--- config.mk ---
export PLATFORM = sky130hd
export DESIGN_NAME = uart_rx
export DESIGN_NICKNAME = d
export VERILOG_FILES = /design/src/rtl/uart_rx.sv
export SDC_FILE = /design/constraint.sdc
export NUM_CORES = 1
export LEC_CHECK = 0
export CAP_MARGIN = 10
export CORE_MARGIN = 3
export CORE_UTILIZATION = 50
export DETAILED_ROUTE_END_ITERATION = 12
export GPL_TIMING_DRIVEN = 1
export PLACE_DENSITY = 0.85
export SLEW_MARGIN = 25
export SYNTH_ARGS = -nofsm -noshare
export SYNTH_HDL_FRONTEND = slang
export SYNTH_SLANG_ARGS = --single-unit
export TNS_END_PERCENT = 30
--- constraint.sdc ---
create_clock -name clk -period 2.1 [get_ports clk]
set_input_delay 0.42 -clock clk [delete_from_list [all_inputs] [get_ports clk]]
set_output_delay 0.42 -clock clk [all_outputs]
set_load 0.02 [all_outputs]
--- src/rtl/uart_rx.sv ---
// uart_rx -- 8-bit asynchronous serial receiver, LSB first, one stop bit.
//
// Optional feature: define UART_RX_PARITY_EN to expect an even-parity bit
// between data bit 7 and the stop bit (frame becomes 8E1). Without it the
// frame is 8N1 and parity_err is tied low.
//
// Ports
//   clk        : system clock, all state changes on the rising edge
//   rst        : asynchronous active-low reset
//   Din        : serial line, idle high, asynchronous to clk
//   data_out   : last correctly received byte (holds until the next valid)
//   valid      : one-cycle pulse when data_out is updated
//   busy       : high while a frame is being received (and while waiting
//                for the line to return high after a framing error)
//   frame_err  : one-cycle pulse on a bad (low) stop bit
//   parity_err : one-cycle pulse on a parity mismatch with a good stop bit
//   dbg_state  : current FSM state encoding, for observation only
//
// Handshake: valid, frame_err and parity_err are mutually exclusive
// single-cycle pulses; there is no ready input, so a consumer must capture
// data_out in the cycle valid is high or before the next valid.
module uart_rx #(
  parameter int CLKS_PER_BIT = 16
) (
  input  logic       clk,
  input  logic       rst,
  input  logic       Din,
  output logic [7:0] data_out,
  output logic       valid,
  output logic       busy,
  output logic       frame_err,
  output logic       parity_err,
  output logic [2:0] dbg_state
);

  localparam int CW = $clog2(CLKS_PER_BIT);
  localparam logic [CW-1:0] HALF_CNT = CW'(CLKS_PER_BIT / 2);
  localparam logic [CW-1:0] LAST_CNT = CW'(CLKS_PER_BIT - 1);

  typedef enum logic [2:0] {
    S_IDLE      = 3'd0,
    S_START     = 3'd1,
    S_DATA      = 3'd2,
`ifdef UART_RX_PARITY_EN
    S_PARITY    = 3'd3,
`endif
    S_STOP      = 3'd4,
    S_WAIT_IDLE = 3'd5
  } state_t;

  state_t          r_state;
  logic            r_sync1;
  logic            r_sync2;
  logic            r_sdin_prev;
  logic [CW-1:0]   r_cnt;
  logic [2:0]      r_bit;
  logic [7:0]      r_shift;
  logic            w_sdin;
  logic            w_fall;

  assign w_sdin    = r_sync2;
  assign w_fall    = r_sdin_prev & ~w_sdin;
  assign dbg_state = r_state;

  // Two-flop synchronizer plus one history flop for falling-edge detection.
  // Reset to 1 so a released reset never looks like a start edge.
  always_ff @(posedge clk or negedge rst) begin
    if (!rst) begin
      r_sync1     <= 1'b1;
      r_sync2     <= 1'b1;
      r_sdin_prev <= 1'b1;
    end else begin
      r_sync1     <= Din;
      r_sync2     <= r_sync1;
      r_sdin_prev <= r_sync2;
    end
  end

`ifdef UART_RX_PARITY_EN
  logic r_par_bad;
  logic r_parity_err;
  assign parity_err = r_parity_err;
`else
  assign parity_err = 1'b0;
`endif

  always_ff @(posedge clk or negedge rst) begin
    if (!rst) begin
      r_state      <= S_IDLE;
      r_cnt        <= '0;
      r_bit        <= 3'd0;
      r_shift      <= 8'h00;
      data_out     <= 8'h00;
      valid        <= 1'b0;
      busy         <= 1'b0;
      frame_err    <= 1'b0;
`ifdef UART_RX_PARITY_EN
      r_par_bad    <= 1'b0;
      r_parity_err <= 1'b0;
`endif
    end else begin
      valid        <= 1'b0;
      frame_err    <= 1'b0;
`ifdef UART_RX_PARITY_EN
      r_parity_err <= 1'b0;
`endif
      case (r_state)
        S_IDLE: begin
          r_cnt <= '0;
          r_bit <= 3'd0;
          if (w_fall) begin
            r_state <= S_START;
            busy    <= 1'b1;
          end
        end

        // Wait half a bit past the detected edge so every later sample,
        // taken a full bit period apart, lands in the middle of a bit.
        S_START: begin
          if (r_cnt == HALF_CNT) begin
            r_cnt <= '0;
            if (!w_sdin) begin
              r_state <= S_DATA;
            end else begin
              r_state <= S_IDLE;
              busy    <= 1'b0;
            end
          end else begin
            r_cnt <= r_cnt + 1'b1;
          end
        end

        S_DATA: begin
          if (r_cnt == LAST_CNT) begin
            r_cnt   <= '0;
            r_shift <= {w_sdin, r_shift[7:1]};
            if (r_bit == 3'd7) begin
`ifdef UART_RX_PARITY_EN
              r_state <= S_PARITY;
`else
              r_state <= S_STOP;
`endif
            end else begin
              r_bit <= r_bit + 3'd1;
            end
          end else begin
            r_cnt <= r_cnt + 1'b1;
          end
        end

`ifdef UART_RX_PARITY_EN
        // Even parity: the parity bit equals the XOR of the data bits.
        S_PARITY: begin
          if (r_cnt == LAST_CNT) begin
            r_cnt     <= '0;
            r_par_bad <= w_sdin ^ (^r_shift);
            r_state   <= S_STOP;
          end else begin
            r_cnt <= r_cnt + 1'b1;
          end
        end
`endif

        S_STOP: begin
          if (r_cnt == LAST_CNT) begin
            r_cnt <= '0;
            if (w_sdin) begin
              r_state <= S_IDLE;
              busy    <= 1'b0;
`ifdef UART_RX_PARITY_EN
              if (r_par_bad) begin
                r_parity_err <= 1'b1;
              end else begin
                data_out <= r_shift;
                valid    <= 1'b1;
              end
`else
              data_out <= r_shift;
              valid    <= 1'b1;
`endif
            end else begin
              frame_err <= 1'b1;
              r_state   <= S_WAIT_IDLE;
            end
          end else begin
            r_cnt <= r_cnt + 1'b1;
          end
        end

        // Line held low past the stop bit (break): stay busy until it idles.
        S_WAIT_IDLE: begin
          if (w_sdin) begin
            r_state <= S_IDLE;
            busy    <= 1'b0;
          end
        end

        default: begin
          r_state <= S_IDLE;
          busy    <= 1'b0;
        end
      endcase
    end
  end

endmodule

==> impl_metrics.tcl <==
set metrics [dict create \
    status "finished, final reports clean" \
    synth-simple-area-share_pct 11.4 \
    synth_top_family_by_area "multiplexers" \
    cts_tree "yes" \
    worstSetupEndpointType "output port" \
    setup_tns_ns 0 \
    drt-pass1-iter-count 4 \
    cts_inserted_buffers 5 \
    die_y_microns 59.7 \
    holdPathStages 0 \
    fmax_ghz 0.521 \
    htreeDepth 2 \
    synth_cells 117 \
    clkLatencyLatePin_ns 0.32 \
    fin_crit_sh_pct 91.4 \
    min_path_type "reg -> reg" \
    synth.distinct_cells 36 \
    yosysSeqAreaShare_pct 55.8 \
    post_cts_buffers 0 \
    mostFrequentLayoutCells "dfrtp_1, mux2_2, clkdlybuf4s50_1, nand3_1, inv_1" \
    place_hpwl_microns 1940 \
    finalMaxSlewViolations 0 \
    die-area_sq_mm 0.00357 \
    setup_viol 0 \
    start_util_pct 55.2 \
    slowest_delay_ns 0.64 \
    hold_viol 0 \
    p_leak_nw 0.794 \
    wl_per_cell_microns 15.4 \
    drcViolationCount 0 \
    filler_cell_count 184 \
    gr-total-overflow 0 \
    ir_worst_vdd_uv 742 \
    clock_sinks 32 \
    fin_ws_ns 0.180 \
    max-slew-margin-rel_pct 59.8 \
    core_sq_mm 0.00261 \
    fin_util_pct 65.8 \
    cp-startpoint "dbg_state[2]$_DFFE_PN0P_" \
    cpMaxStageDelayCell "clkdlybuf4s50_1" \
    rrSetupSlack_ns 0.24 \
    worstPathCellList "buf_4 > clkdlybuf4s50_1" \
    die_w_microns 59.7 \
    worstSetupPathType "reg -> out" \
    maxCapViolCount 0 \
    place.gp.congestion 0.777 \
    antenna_found_initial 0 \
    pre_cts_slack_ns 0.231 \
    avgSynthCellArea_sq_um 12.3 \
    antenna_left 0 \
    drive_above_1_share_pct 26.1 \
    grt_pass1_vias 989 \
    cp_max_fo 16 \
    hold_path_startpoint "r_sync1$_DFF_PN1_" \
    period_minus_slack_ns 1.92 \
    clock_skew_ns 0.0130 \
    io_buffers 16 \
    worstMarginPinSlew_ns 0.601 \
    grt_max_degree 22 \
    r2r_cells 4 \
    cpLargestDelayFamily "buffers and inverters" \
    path_clk_slew_ns 0.10 \
    timing.rr.end "r_shift[5]$_DFFE_PN0P_" \
    layout_commonest_cell "dfrtp_1" \
    syn-num-nets 124 \
    via_per_inst 5.98 \
    synth_fa_ha_area_share_pct 3.47 \
    fp-row-count 18 \
    yosysWarnings 0 \
    hold_path_end "r_sync2$_DFF_PN1_" \
    clockRootBuffer "clkbuf_4" \
    crit_arrival_ns 1.50 \
    vias 1005 \
    syn2layout_area_growth_pct 19.1 \
    routed_wl_microns 2590 \
    ys_ff_latch 32 \
    p_per_area_mw_per_mm2 938 \
    synthXorXnorAreaFrac_pct 1.21 \
    path_buf_inv 2 \
    drtIter0Drc 17 \
    grt.total_usage_pct 17.6 \
    fin_nets 144 \
    antenna_cells 0 \
    worstSetupStartpointType "flop" \
    grt_pass1_wl_microns 4530 \
    crit_required_ns 1.68 \
    pin_count 18 \
    rsz0062_at_grt "no" \
    r2r-start "r_cnt[1]$_DFFE_PN0P_" \
    synth_area_sq_mm 0.00144 \
    muxShareOfSynthArea_pct 13.2 \
    clock_path_buffers 2 \
    synth_compound_area_share_pct 10.9 \
]
-- cell usage after synthesis --
cell type | number | area, sq um
a2111o_1 | 1 | 11.3
a211o_1 | 1 | 8.76
a21boi_0 | 1 | 7.51
a21oi_1 | 2 | 10.0
a221o_1 | 1 | 10.0
a221oi_1 | 1 | 8.76
a31oi_1 | 2 | 12.5
a32o_1 | 1 | 10.0
a32oi_1 | 2 | 17.5
and2_1 | 1 | 6.26
and2_2 | 1 | 7.51
and3_2 | 2 | 15.0
and4_2 | 1 | 10.0
and4b_1 | 1 | 10.0
buf_2 | 2 | 10.0
buf_4 | 2 | 15.0
clkbuf_1 | 1 | 3.75
conb_1 | 1 | 3.75
dfrtp_1 | 29 | 726
dfstp_2 | 3 | 78.8
ha_1 | 4 | 50.1
inv_1 | 7 | 26.3
mux2_2 | 16 | 180
mux2i_1 | 1 | 10.0
nand2_1 | 4 | 15.0
nand3_1 | 8 | 40.0
nand3b_1 | 1 | 7.51
nand4b_1 | 1 | 8.76
nor2_1 | 5 | 18.8
nor3b_4 | 1 | 18.8
o211ai_1 | 3 | 22.5
o21ai_0 | 4 | 20.0
o22ai_1 | 3 | 18.8
or2_2 | 1 | 6.26
xnor2_1 | 1 | 8.76
xor2_1 | 1 | 8.76
-- logic make-up (layout without fill, tap and decap cells) --
kind of cell             after synthesis  in the layout
flip-flops                            32             32
AND/OR/NAND/NOR                       27             27
AO/OA/AOI/OAI                         22             22
multiplexers                          17             17
buffers and inverters                 12             33
adder cells (fa/ha/maj)                4              4
XOR/XNOR                               2              2
other                                  1              1
-- metal layers --
layer  global-route usage, %  routed length, microns  part of all wire (%)  vias to the layer above
met2                    26.5                    1320                    51                       28
li1                        -                       -                     -                      465
met3                    6.48                     128                   4.9                        4
met4                    6.96                      30                   1.2                        0
met1                    23.1                    1110                    43                      508
met5                       0                       0                     0                        -
-- flip-flops by register name, summed over array words and instances (netlist names) --
name	cells
busy	1
r_bit	3
r_sdin_prev	1
r_sync1	1
r_sync2	1
frame_err	1
r_cnt	4
valid	1
dbg_state	3
data_out	8
r_shift	8
-- power by group --
group	total, mW	internal, mW	switching, mW	leakage (nW)
Sequential	0.782	0.684	0.0984	0.424
Clock	0.451	0.249	0.201	0.0422
Combinational	0.379	0.170	0.209	0.327
Total	1.61	1.10	0.509	0.794
-- timing repair --
action                                  4_1_cts  5_1_grt
gates resized for setup                       0        2
endpoints found under the setup margin        0        2
hold buffers                                  0        0
hold endpoints to repair                      0        0
-- worst reg2reg max path: stages, from the launching register on --
cell and delay, ns:
dfrtp_1 0.38, ha_1 0.25, and4b_1 0.27, nor3b_4 0.46
mux2_2 0.40
-- area by class of cell --
class | count | area [sq um] | area share, %
sequential | 32 | 807 | 47.0
multi-input combinational | 73 | 583 | 33.9
timing repair buffer | 18 | 188 | 10.9
clock buffer | 6 | 41.3 | 2.40
tap | 30 | 37.5 | 2.18
clock inverter | 2 | 35.0 | 2.04
inverter | 7 | 26.3 | 1.53
-- stage by stage --
stage               cell area (sq um)  total power, mW  instances  hold WS [ns]
floorplan                        1440             1.04        117         0.124
global placement                 1640             1.14        160         0.350
detailed placement               1640             1.17        160         0.355
CTS                              1720             1.62        168         0.368
global route                     1720             1.72        168         0.376
finish                           1720             1.61        168         0.364
-- how the worst max path moves through the flow --
| stage | endpoint | cells past startpoint |
|---|---|---|
| after CTS | dbg_state[1] | 1 |
| after global routing | dbg_state[2] | 2 |
| final | dbg_state[2] | 2 |
| after floorplan | r_shift[0]$_DFFE_PN0P_ | 4 |
| after global placement | r_shift[4]$_DFFE_PN0P_ | 3 |
| after detailed placement | r_shift[0]$_DFFE_PN0P_ | 4 |
No activity file was read; power rests on OpenSTA's default activity.
